===== src/rtl/simon_pkg.sv =====
// Shared types and helpers for the Simon game sequencer.
//   state_t          : sequencer FSM states
//   colour_t         : 2-bit lamp/button colour code
//   colour_to_onehot : colour code -> one-hot lamp/button vector
package simon_pkg;

  localparam int unsigned NUM_COLOURS = 4;

  typedef enum logic [2:0] {
    IDLE,
    ADD,
    SHOW_ON,
    SHOW_OFF,
    INPUT,
    PAUSE,
    LOSE,
    WIN
  } state_t;

  typedef logic [1:0] colour_t;

  // Colour c drives lamp/button bit c.
  function automatic logic [NUM_COLOURS-1:0] colour_to_onehot(input colour_t c);
    return NUM_COLOURS'(4'b0001 << c);
  endfunction

endpackage


===== src/rtl/simon_sequencer_phase_timer.sv =====
// Loadable down-counter used to time lamp on/off phases.
//   clk, reset_n : clock and synchronous active-low reset
//   load         : load load_val this cycle (takes priority over counting)
//   load_val     : number of cycles the current phase should last (>= 1)
//   expired      : high for exactly one cycle, the last cycle of the phase
module phase_timer #(
  parameter int unsigned W = 8
) (
  input  logic         clk,
  input  logic         reset_n,
  input  logic         load,
  input  logic [W-1:0] load_val,
  output logic         expired
);

  logic [W-1:0] count;

  // expired is registered: it rises together with count reaching 1.
  always_ff @(posedge clk) begin
    if (!reset_n) begin
      count   <= '0;
      expired <= 1'b0;
    end else if (load) begin
      count   <= load_val;
      expired <= (load_val == W'(1));
    end else if (count != '0) begin
      count   <= count - W'(1);
      expired <= (count == W'(2));
    end else begin
      expired <= 1'b0;
    end
  end

endmodule


===== src/rtl/simon_sequencer.sv =====
// Simon game sequencer: grows a random colour sequence one step per round,
// plays it back on the lamps, and checks the player's presses against it.
//   clk, reset_n  : clock and synchronous active-low reset
//   start         : one-cycle pulse, starts a new game from any state
//   rand_in       : LFSR output, bits [1:0] pick the new colour
//   btn           : one-cycle button press pulses, bit i = colour i
//   led           : one-hot lamp during playback, else 0
//   accept_input  : waiting for player presses
//   level         : current sequence length
//   game_over/win : sticky end-of-game flags
module simon_sequencer
  import simon_pkg::*;
#(
  parameter int unsigned MAX_LEN    = 32,
  parameter int unsigned ON_CYCLES  = 25_000_000,
  parameter int unsigned GAP_CYCLES = 12_500_000
) (
  input  logic                      clk,
  input  logic                      reset_n,
  input  logic                      start,
  input  logic [6:0]                rand_in,
  input  logic [3:0]                btn,
  output logic [3:0]                led,
  output logic                      accept_input,
  output logic [$clog2(MAX_LEN):0]  level,
  output logic                      game_over,
  output logic                      win
);

  localparam int unsigned IW   = $clog2(MAX_LEN);
  localparam int unsigned LW   = IW + 1;
  localparam int unsigned TMAX = (ON_CYCLES > GAP_CYCLES) ? ON_CYCLES : GAP_CYCLES;
  localparam int unsigned TW   = $clog2(TMAX + 1);

  state_t        state, state_n;
  logic [LW-1:0] len, len_n;
  logic [IW-1:0] idx, idx_n;
  colour_t       mem [MAX_LEN];

  logic          tmr_load;
  logic [TW-1:0] tmr_val;
  logic          tmr_expired;

  logic          last_step;
  logic          btn_ok;
  colour_t       show_colour;
  logic [3:0]    led_n;
  logic          accept_n, game_over_n, win_n;

  logic          unused_rand;
  assign unused_rand = ^rand_in[6:2];

  phase_timer #(.W(TW)) u_timer (
    .clk      (clk),
    .reset_n  (reset_n),
    .load     (tmr_load),
    .load_val (tmr_val),
    .expired  (tmr_expired)
  );

  // Sequence memory: not reset, written only while adding a colour.
  always_ff @(posedge clk) begin
    if (state == ADD && !start) begin
      mem[len[IW-1:0]] <= colour_t'(rand_in[1:0]);
    end
  end

  // State, counters and registered outputs.
  always_ff @(posedge clk) begin
    if (!reset_n) begin
      state        <= IDLE;
      len          <= '0;
      idx          <= '0;
      led          <= '0;
      accept_input <= 1'b0;
      game_over    <= 1'b0;
      win          <= 1'b0;
    end else begin
      state        <= state_n;
      len          <= len_n;
      idx          <= idx_n;
      led          <= led_n;
      accept_input <= accept_n;
      game_over    <= game_over_n;
      win          <= win_n;
    end
  end

  assign level = len;

  // Next-state logic and next-cycle output decode.
  always_comb begin
    state_n  = state;
    len_n    = len;
    idx_n    = idx;
    tmr_load = 1'b0;
    tmr_val  = '0;

    last_step = ({1'b0, idx} == (len - LW'(1)));
    btn_ok    = (btn == colour_to_onehot(mem[idx]));

    if (start) begin
      state_n = ADD;
      len_n   = '0;
      idx_n   = '0;
    end else begin
      case (state)
        IDLE: ;
        ADD: begin
          len_n    = len + LW'(1);
          idx_n    = '0;
          tmr_load = 1'b1;
          tmr_val  = TW'(ON_CYCLES);
          state_n  = SHOW_ON;
        end
        SHOW_ON: begin
          if (tmr_expired) begin
            tmr_load = 1'b1;
            tmr_val  = TW'(GAP_CYCLES);
            state_n  = SHOW_OFF;
          end
        end
        SHOW_OFF: begin
          if (tmr_expired) begin
            if (last_step) begin
              idx_n   = '0;
              state_n = INPUT;
            end else begin
              idx_n    = idx + IW'(1);
              tmr_load = 1'b1;
              tmr_val  = TW'(ON_CYCLES);
              state_n  = SHOW_ON;
            end
          end
        end
        INPUT: begin
          if (btn != '0) begin
            // Exact match with a one-hot code also rejects multi-hot presses.
            if (!btn_ok) begin
              state_n = LOSE;
            end else if (last_step && len == LW'(MAX_LEN)) begin
              state_n = WIN;
            end else if (last_step) begin
              tmr_load = 1'b1;
              tmr_val  = TW'(GAP_CYCLES);
              state_n  = PAUSE;
            end else begin
              idx_n = idx + IW'(1);
            end
          end
        end
        PAUSE: begin
          if (tmr_expired) begin
            state_n = ADD;
          end
        end
        LOSE: ;
        WIN:  ;
        default: state_n = IDLE;
      endcase
    end

    // The first colour of a round may be written at the same edge it is shown.
    if (state == ADD && !start && idx_n == len[IW-1:0]) begin
      show_colour = colour_t'(rand_in[1:0]);
    end else begin
      show_colour = mem[idx_n];
    end

    led_n       = (state_n == SHOW_ON) ? colour_to_onehot(show_colour) : 4'b0000;
    accept_n    = (state_n == INPUT);
    game_over_n = (state_n == LOSE);
    win_n       = (state_n == WIN);
  end

endmodule

===== config.mk =====
export PLATFORM = sky130hd
export DESIGN_NAME = simon_sequencer
export DESIGN_NICKNAME = d
export VERILOG_FILES = /design/src/rtl/simon_pkg.sv /design/src/rtl/simon_sequencer_phase_timer.sv /design/src/rtl/simon_sequencer.sv
export SDC_FILE = /design/constraint.sdc
export NUM_CORES = 1
export LEC_CHECK = 0
export ABC_AREA = 1
export BUFFER_PORTS_ARGS = -buffer_cell sky130_fd_sc_hd__buf_2
export CAP_MARGIN = 0
export CORE_MARGIN = 2
export CORE_UTILIZATION = 25
export CTS_CLUSTER_SIZE = 10
export DETAILED_ROUTE_END_ITERATION = 7
export PLACE_DENSITY_LB_ADDON = 0.12
export SLEW_MARGIN = 5
export SYNTH_ARGS = -nofsm -noshare
export SYNTH_HDL_FRONTEND = slang
export SYNTH_SLANG_ARGS = --single-unit

===== constraint.sdc =====
create_clock -name clk -period 8.5 [get_ports clk]
set_input_delay 0.425 -clock clk [delete_from_list [all_inputs] [get_ports clk]]
set_output_delay 0.425 -clock clk [all_outputs]
set_load 0.1 [all_outputs]

==> metrics.md <==
| Metric | Value |
|---|---|
| Status | completed |
| DR WL met2 | 9524 um |
| Input/output buffers | 21 |
| Share of cells above drive strength 1 | 0.08671 |
| LEAKAGE | 2.964 nW |
| RSZ-0062 raised after global routing | false |
| Peak supply drop | 0.0001183 V |
| Synth area leaders | edfxtp_1 (29%), dfxtp_1 (14%), nand3_1 (13%), nand2_1 (13%), nor2_1 (6.1%) |
| Seq/Total Area, Yosys | 0.4333 |
| Post-route design area | 0.007241 mm^2 |
| Largest net degree at the start of global routing | 38 |
| Drt pass-1 iters | 5 |
| Worst-path clk slew | 0.08 ns |
| Global Route Usage Sum | 0.1603 |
| Die ar. | 0.02775 mm^2 |
| Hold-fix buffers, CTS | 0 |
| Synth Net Count | 903 |
| Core outline area | 0.02598 mm^2 |
| Met1 wire length | 10990 um |
| Pwr per Cell Area | 221.7 mW/mm^2 |
| First-pass GRT wire length | 34380 um |
| Startpoint Class | register |
| Critical Path Fanout Max | 34 |
| Routed wl met3 | 883 um |
| Top Ports | 27 |
| Num Clock Sinks | 111 |
| Yosys warnings | 0 |
| Drt wl/cell | 17.91 um |
| Fin. max-slew vios | 0 |
| CTS tree | yes |
| Final critical-path share of the clock period | 0.5423 |
| Number of global-route vias before repair | 5827 |
| Setup Fix Bufs, Post-CTS | 0 |
| Grt ovf | 0 |
| Final Util | 0.2787 |
| H-tree depth | 3 |
| Worst-Margin Slew | 0.9118 ns |
| Synth area leader | edfxtp_1 |
| FP Rows | 59 |
| Max Cap Viol | 0 |
| Initial Util | 0.2543 |
| EDFF count, synth | 64 |
| Setup TNS | 0 ns |
| Antenna Nets Post-Route | 0 |
| Drt initial violations | 437 |
| Slew HR | 0.3914 |
| Layout Nets | 905 |
| Area growth syn-to-layout | 9.581% |
| Final Setup Violations | 0 |
| Max Fclk | 216.9 MHz |
| Clock skew | 0.01763 ns |
| DP HPWL | 14710 um |
| Gpl congestion | 0.7954 |
| TritonCTS buffer count | 9 |
| Die extent in y | 166.6 um |
| Initial antenna violation count | 0 |
| CP endpoint kind | register |
| Max clock buf depth | 2 |
| Via density | 4.833 |
| # diodes | 0 |
| Post_cts resized | 0 |
| Residual DRC | 0 |
| Critical path type | register to register |
| Crit path DAT | 4.84 ns |
| Syn avg cell area | 7.500 um^2 |
| Final hold violations | 0 |
| Mapped Area | 0.006608 mm^2 |
| Total power | 0.001605 W |
| Hold WS | 0.4418 ns |
| #FFs+latches synth | 111 |
| Cells after Synth | 881 |
| Vias | 5911 |
| Final min period | 4.610 ns |
| Final wirelength | 21900 um |
| Share of the synthesized area in the top cell type | 0.2909 |
| CTS root buf | clkbuf_16 |
| Most used DFF post-synth | edfxtp_1 |
| DP Area | 0.006952 mm^2 |
| Clock Latency Late Sink | 0.36 ns |
| Post-synth ARST share | 0 |
| Die width | 166.6 um |
| Tightest Hold Check Type | primary input to register |
| Worst path required time | 8.73 ns |
| Top routing layer in use | met4 |
| Count of cell types in the netlist | 40 |
==> cell usage in the layout (no fill, tap or decap), drive strengths merged, types with 14 or more instances in the layout <==
cell,n
xor2,15
buf,24
dfxtp,47
edfxtp,64
o21ai,28
nand2,234
nand3,176
inv,74
nor3,25
nor2,113
a21oi,14
==> flip-flops by register name, summed over array words and instances (netlist names), 3 cells and up <==
register / count
idx: 5
u_timer.count: 25
led: 4
mem: 64
state: 3
level: 6
==> final timing paths <==
check,start,endpoint,slack (ns),cells after the start
setup / recovery,idx[2],led[3],3.89,21
hold / removal,reset_n,u_timer.count[6],0.44,3
setup reg to reg,idx[2],led[3],3.89,21
hold reg to reg,u_timer.count[8],u_timer.count[8],0.48,1
==> layer usage <==
metal | vias to the layer above | GRT usage
met5 | - | 0
li1 | 2947 | -
met2 | 134 | 0.2483
met3 | 30 | 0.02258
met1 | 2800 | 0.2289
met4 | 0 | 0.05472
==> synth_stat cells, types with 4 or more instances <==
library cell    n
nand2_1       222
nand3_1       172
nor2_1        107
edfxtp_1       64
inv_1          64
dfxtp_1        47
nor3_1         25
o21ai_0        20
xor2_1         15
a21oi_1        14
nand4_1        12
clkbuf_1       11
buf_2           9
buf_6           8
ha_1            8
o21ai_1         8
nand2_2         7
xnor2_1         7
a211oi_1        6
o211ai_1        6
buf_4           5
inv_2           5
nand2_4         5
nand3_2         4
==> power by group <==
group | switching [W] | leakage [nW] | internal [W] | total, W
Combinational | 0.000334 | 1.86 | 0.000174 | 0.000508
Sequential | 0.0000513 | 0.959 | 0.000618 | 0.000670
Clock | 0.000210 | 0.148 | 0.000218 | 0.000427
==> final cells by class <==
class | count | area, um^2
Multi-Input combinational cell | 662 | 3253
Inverter | 75 | 289.0
Clock buffer | 10 | 229.0
Timing Repair Buffer | 24 | 127.6
Tap cell | 335 | 419.2
Fill cell | 2896 | 18740
Clock inverter | 6 | 60.06
Sequential cell | 111 | 2863
==> kinds of logic after synthesis <==
kind of cell | after synthesis | synth area share
and+or+nand+nor | 569 | 0.3889
DFF | 111 | 0.4333
buffers and inverters | 108 | 0.07612
AOI/OAI and AO/OA | 63 | 0.05738
xor gates and xnor gates | 22 | 0.02916
adders and majority gates | 8 | 0.01515
==> stage by stage <==
step / cells / setup slack, ns
floorplan: 881 / 4.634
global placement: 1207 / 3.878
detailed placement: 1207 / 3.888
CTS: 1223 / 3.889
global route: 1223 / 3.557
finish: 1223 / 3.890
==> critical path: stages, from the launching register on <==
cell and delay (ns):
dfxtp_1 0.87, inv_1 0.56, nand3_1 0.23, nand2_1 0.14
nand2_1 0.10, nand3_1 0.17, nand2_1 0.13, nand2_1 0.05
nand2_1 0.10, nand3_2 0.11, o21bai_1 0.17, nand3_2 0.12
nand2_4 0.31, nand2_4 0.34, nand2_1 0.16, nand3_1 0.09
nand3_1 0.14, nand3_1 0.15, nand3_1 0.19, nand3_1 0.09
o21ai_1 0.16, nor2_1 0.09
(Power assumes the default switching activity.)
